<file path="src/rtl/a2d_intf.sv">
// a2d_intf: SPI master that runs the two-frame conversion handshake with an
// external 8-channel 12-bit A2D. Frame 1 selects the channel. Frame 2 repeats
// the command and returns the conversion. The result is presented on res and
// cnv_cmplt is raised as a level.
module a2d_intf #(
    parameter int DIV_W   = 5,
    parameter int GAP_CYC = 4
) (
    input  logic        clk,
    input  logic        rst_n,
    input  logic        strt_cnv,
    input  logic [2:0]  chnnl,
    output logic        cnv_cmplt,
    output logic [11:0] res,
    output logic        a2d_SS_n,
    output logic        SCLK,
    output logic        MOSI,
    input  logic        MISO
);

    // Divider preload 10..0111 keeps SCLK high and places the first SCLK fall
    // a few clocks after SS_n drops, which gives MOSI setup time.
    localparam logic [DIV_W-1:0] DIV_INIT = {2'b10, {(DIV_W-2){1'b1}}};
    localparam logic [DIV_W-1:0] DIV_RISE = {1'b0, {(DIV_W-1){1'b1}}};
    localparam int               GW       = (GAP_CYC > 1) ? $clog2(GAP_CYC) : 1;
    localparam logic [GW-1:0]    GAP_LAST = GW'(GAP_CYC - 1);

    typedef enum logic [1:0] {IDLE, FRM1, GAP, FRM2} state_t;

    state_t           r_state, w_state_next;
    logic [DIV_W-1:0] r_div, w_div_next;
    logic [4:0]       r_rise_cnt, w_rise_next;
    logic [15:0]      r_tx, w_tx_next;
    // Only the low 12 received bits can ever reach res. Older bits are
    // shifted out of the top of the register.
    logic [11:0]      r_rx, w_rx_next;
    logic [GW-1:0]    r_gap_cnt, w_gap_next;
    logic [2:0]       r_chnnl, w_chnnl_next;
    logic             r_ss_n, w_ss_next;
    logic             r_cnv_cmplt, w_cnv_next;
    logic [11:0]      r_res, w_res_next;

    logic             w_in_frame, w_rise, w_fall, w_end;

    assign w_in_frame = (r_state == FRM1) || (r_state == FRM2);
    assign w_rise     = w_in_frame && (r_div == DIV_RISE);
    assign w_fall     = w_in_frame && (&r_div);
    assign w_end      = w_fall && (r_rise_cnt == 5'd16);

    assign cnv_cmplt = r_cnv_cmplt;
    assign res       = r_res;
    assign a2d_SS_n  = r_ss_n;
    assign SCLK      = r_div[DIV_W-1];
    assign MOSI      = r_tx[15];

    // Next-state and next-output logic for the frame sequencer.
    always_comb begin
        w_state_next = r_state;
        w_div_next   = r_div;
        w_rise_next  = r_rise_cnt;
        w_tx_next    = r_tx;
        w_rx_next    = r_rx;
        w_gap_next   = r_gap_cnt;
        w_chnnl_next = r_chnnl;
        w_ss_next    = r_ss_n;
        w_cnv_next   = r_cnv_cmplt;
        w_res_next   = r_res;
        case (r_state)
            IDLE: begin
                if (strt_cnv) begin
                    w_chnnl_next = chnnl;
                    w_tx_next    = {2'b00, chnnl, 11'h000};
                    w_rx_next    = '0;
                    w_rise_next  = '0;
                    w_cnv_next   = 1'b0;
                    w_ss_next    = 1'b0;
                    w_div_next   = DIV_INIT;
                    w_state_next = FRM1;
                end
            end
            FRM1, FRM2: begin
                w_div_next = r_div + 1'b1;
                if (w_rise) begin
                    w_rx_next   = {r_rx[10:0], MISO};
                    w_rise_next = r_rise_cnt + 5'd1;
                end
                // The first fall of a frame comes before any rise, so MOSI
                // keeps the command MSB until that bit has been sampled.
                if (w_fall && (r_rise_cnt != 5'd0)) begin
                    w_tx_next = {r_tx[14:0], 1'b0};
                end
                if (w_end) begin
                    w_ss_next  = 1'b1;
                    w_div_next = DIV_INIT;
                    w_tx_next  = '0;
                    if (r_state == FRM1) begin
                        w_gap_next   = '0;
                        w_state_next = GAP;
                    end else begin
                        w_res_next   = r_rx;
                        w_cnv_next   = 1'b1;
                        w_state_next = IDLE;
                    end
                end
            end
            GAP: begin
                if (r_gap_cnt == GAP_LAST) begin
                    w_tx_next    = {2'b00, r_chnnl, 11'h000};
                    w_rx_next    = '0;
                    w_rise_next  = '0;
                    w_ss_next    = 1'b0;
                    w_state_next = FRM2;
                end else begin
                    w_gap_next = r_gap_cnt + 1'b1;
                end
            end
            default: w_state_next = IDLE;
        endcase
    end

    // State and output registers, with asynchronous reset to the idle values.
    always_ff @(posedge clk or negedge rst_n) begin
        if (!rst_n) begin
            r_state     <= IDLE;
            r_div       <= DIV_INIT;
            r_rise_cnt  <= '0;
            r_tx        <= '0;
            r_rx        <= '0;
            r_gap_cnt   <= '0;
            r_chnnl     <= '0;
            r_ss_n      <= 1'b1;
            r_cnv_cmplt <= 1'b0;
            r_res       <= '0;
        end else begin
            r_state     <= w_state_next;
            r_div       <= w_div_next;
            r_rise_cnt  <= w_rise_next;
            r_tx        <= w_tx_next;
            r_rx        <= w_rx_next;
            r_gap_cnt   <= w_gap_next;
            r_chnnl     <= w_chnnl_next;
            r_ss_n      <= w_ss_next;
            r_cnv_cmplt <= w_cnv_next;
            r_res       <= w_res_next;
        end
    end

endmodule

</file>
<file path="config.mk">
export PLATFORM = sky130hd
export DESIGN_NAME = a2d_intf
export DESIGN_NICKNAME = d
export VERILOG_FILES = /design/src/rtl/a2d_intf.sv
export SDC_FILE = /design/constraint.sdc
export NUM_CORES = 1
export LEC_CHECK = 0
export BUFFER_PORTS_ARGS = -buffer_cell sky130_fd_sc_hd__clkbuf_2
export CAP_MARGIN = 20
export CORE_MARGIN = 2
export CORE_UTILIZATION = 45
export DETAILED_ROUTE_END_ITERATION = 8
export PLACE_DENSITY_LB_ADDON = 0.12
export SLEW_MARGIN = 40
export SYNTH_ARGS = -nofsm -noshare
export SYNTH_HDL_FRONTEND = slang
export SYNTH_SLANG_ARGS = --single-unit
</file>
<file path="constraint.sdc">
create_clock -name clk -period 2.7 [get_ports clk]
set_input_delay 0.54 -clock clk [delete_from_list [all_inputs] [get_ports clk]]
set_output_delay 0.54 -clock clk [all_outputs]
set_load 0.05 [all_outputs]
</file>
==> results.cfg <==
[clock_network]
postCtsSetupBuffers = 0
cts_buffers = 5
clk_pin_slew_ns = 0.10
cts_resized = 0
ctsHtreeMaxLevel = 2
holdBufCountCts = 0
cts.sinks = 48
insertion_delay_ns = 0.31
cts_tree = done
root_buffer = clkbuf_8
clk_path_buf_depth = 2

[power]
switching_power_uw = 277
p_int_mw = 1.01
seqPwrFrac = 0.563
powerDensity_nw_per_um2 = 485
power_leakage_nw = 1.31
switching_share = 0.216
peakVddDrop_mv = 0.304
comb_power_share = 0.018
p_clk_frac = 0.419

[timing]
fin_skew_ns = 0.0138
layout_setup_ws_ns = 0.429
max_clock_freq_mhz = 440
finalCritPeriodShare = 0.841
finalSetupViolations = 0
tightest_slew_ns = 0.448
grt_setup_unrepaired = false
drv_slew = 0
setup_tns_ns = 0
layout_min_cycle_time_ns = 2.27
hold_viol = 0
relSlewSlack = 0.701

[flow_run]
cap_violations = 0

[floorplan]
die_y_um = 76.3
core_area_um2 = 5070
placementRows = 26
num_io_pins = 23
initial_core_util = 0.463
die_w_um = 76.3
die_area_um2 = 5820

[setup_path]
max_stage_delay_ns = 0.61
crit_path_end_kind = flip-flop
crit_chain = inv_1 > ha_1 > nand2b_1 > nand2_1 > nor3_4 > mux2_4
critPathMaxFanout = 14
slowest_stage = dfrtp_1
r2r_start = r_state[0]$_DFFE_PN0P_
path_class = reg2reg
r2r_setup_slack_ns = 0.43
worstPathArrival_ns = 2.46
worst_ep_required_time_ns = 2.89
critPathLaunchType = flip-flop
reg2reg_depth = 6
r2r_end = r_tx[13]$_DFFE_PN0P_

[logic_synthesis]
synth_edf_count = 0
avgSynthCellArea_um2 = 10.5
netlist_instances = 224
synth-seq-cells = 48
synth_cell_types = 46
async_flop_share = 1.00
syn_area_um2 = 2350
seq_area_frac_synth = 0.514
synthFlopType = dfrtp_1
syn_nets = 241
ys_warn_count = 0

[placed_design]
port_buffers = 22
place_ws_ns = 0.445
place_congestion = 0.871
dp_hpwl_mm = 3.15

[finish]
layout-drive-gt1-share = 0.237
layout.nets = 265
antenna_cells = 0
areaGrowthSynthToFinish_pct = 12.5
num-fill-cells = 482

[outcome]
run_status = finished clean

[global_routing]
grt_use_total = 0.162
gr-total-overflow = 0
grt_max_degree = 29
antenna_found_initial = 0
grt_first_pass_wirelength_mm = 7.52
grt_pass1_vias = 1555

[detailed_routing]
drc_errors = 0
antenna_left = 0
viasPerCell = 5.08
first_pass_iters = 4
vias = 1622
drtIter0Drc = 106
wl_mm = 4.34
wl_per_cell_um = 13.6

[min_path]
hold_class = in2async
[state kept, by name (all words and copies together), names as in the netlist]
signal      count
res            12
r_gap_cnt       2
r_tx            5
r_rx           12
cnv_cmplt       1
r_state         2
r_rise_cnt      5
r_div           5
a2d_SS_n        1
r_chnnl         3
[Yosys cell counts (2+ instances only)]
library cell / n / share of area
mux2i_1: 3 / 0.013
mux2_4: 3 / 0.019
o211ai_1: 3 / 0.0096
mux2_2: 5 / 0.024
inv_1: 9 / 0.014
o21ai_1: 14 / 0.030
nor3_1: 4 / 0.0085
a221o_1: 2 / 0.0085
nor2_1: 5 / 0.0080
and3_1: 2 / 0.0053
nand2_1: 48 / 0.077
or4_1: 2 / 0.0064
o21ai_2: 2 / 0.0075
dfstp_2: 5 / 0.056
o21ai_0: 10 / 0.021
a21oi_1: 6 / 0.013
buf_2: 4 / 0.0085
clkbuf_1: 3 / 0.0048
ha_1: 10 / 0.053
nand3_1: 6 / 0.013
buf_4: 2 / 0.0064
dfrtp_1: 43 / 0.46
mux2_1: 10 / 0.048
[stage by stage]
stage	util	std cells	cell area (µm²)	hold slack [ns]	total power [mW]
final	0.521	319	2650	0.0460	1.28
after global routing	0.521	319	2650	0.0552	1.33
after CTS	0.521	319	2650	0.0511	1.30
after detailed placement	0.498	311	2530	0.392	0.760
after global placement	0.498	311	2530	0.391	0.760
after floorplan	-	224	2350	0.244	0.737
[routing by layer]
metal  up-vias  GRT usage  share of wire
met5         -          0              0
met4         0     0.0600          0.016
met3         7     0.0332          0.030
met2        21      0.249           0.45
met1       770      0.227           0.51
li1        824          -              -
[placed cells by master, fill, tap and decap left out, types with 2 or more instances in the layout]
| cell | count |
|---|---|
| or4_1 | 2 |
| mux2_4 | 3 |
| inv_1 | 9 |
| nor2_1 | 5 |
| buf_4 | 5 |
| a21oi_1 | 6 |
| dfstp_2 | 5 |
| nand2_1 | 48 |
| mux2_2 | 5 |
| clkinv_4 | 2 |
| and3_1 | 2 |
| a221o_1 | 2 |
| clkbuf_8 | 5 |
| nand3_1 | 6 |
| clkbuf_2 | 22 |
| ha_1 | 10 |
| nor3_1 | 4 |
| mux2i_1 | 3 |
| dfrtp_1 | 43 |
| o211ai_1 | 3 |
| mux2_1 | 10 |
| o21ai_2 | 2 |
| o21ai_1 | 14 |
| o21ai_0 | 10 |
[logic make-up after synthesis]
kind of cell | count (synthesis) | synth area share
fa+ha+maj | 10 | 0.0532
buf+inv | 19 | 0.0388
compound gates | 45 | 0.120
simple gates | 81 | 0.171
flops | 48 | 0.514
mux | 21 | 0.104
[worst max-delay path by stage]
stage                                       from                        to  slack (ns)
after global routing      r_state[0]$_DFFE_PN0P_      r_tx[12]$_DFFE_PN0P_        0.25
final                     r_state[0]$_DFFE_PN0P_      r_tx[13]$_DFFE_PN0P_        0.43
after detailed placement  r_state[0]$_DFFE_PN0P_      r_tx[12]$_DFFE_PN0P_        0.44
after global placement      r_div[0]$_DFFE_PN1P_  r_gap_cnt[0]$_DFFE_PN0P_        0.48
after CTS                 r_state[0]$_DFFE_PN0P_      r_tx[13]$_DFFE_PN0P_        0.41
after floorplan           r_state[0]$_DFFE_PN0P_      r_tx[11]$_DFFE_PN0P_        0.59
[power by group through the flow]
stage | combinational, mW | sequential (mW) | clock [mW]
3_5_place_dp | 0.0244 | 0.735 | 0
4_1_cts | 0.0245 | 0.721 | 0.553
5_1_grt | 0.0279 | 0.722 | 0.583
6_report | 0.0230 | 0.721 | 0.538
3_3_place_gp | 0.0244 | 0.735 | 0
2_1_floorplan | 0.00231 | 0.735 | 0
[worst max-delay path: cells and delay by family (launching register included)]
kind	cells	cell delay (ns)
adder cells (fa/ha/maj)	1	0.24
buffers and inverters	1	0.15
flip-flops	1	0.61
multiplexers	1	0.33
AND/OR/NAND/NOR	3	0.81
[area by class of cell]
cell class	count	area (µm²)	share of cell area
clock inverters	3	47.5	0.0180
repair buffers	27	148	0.0558
multi-input cells	157	1050	0.398
well taps	70	87.6	0.0331
clock buffers	5	68.8	0.0260
inverters	9	33.8	0.0128
flip-flops and latches	48	1210	0.456
No activity file was read; power rests on OpenSTA's default activity.
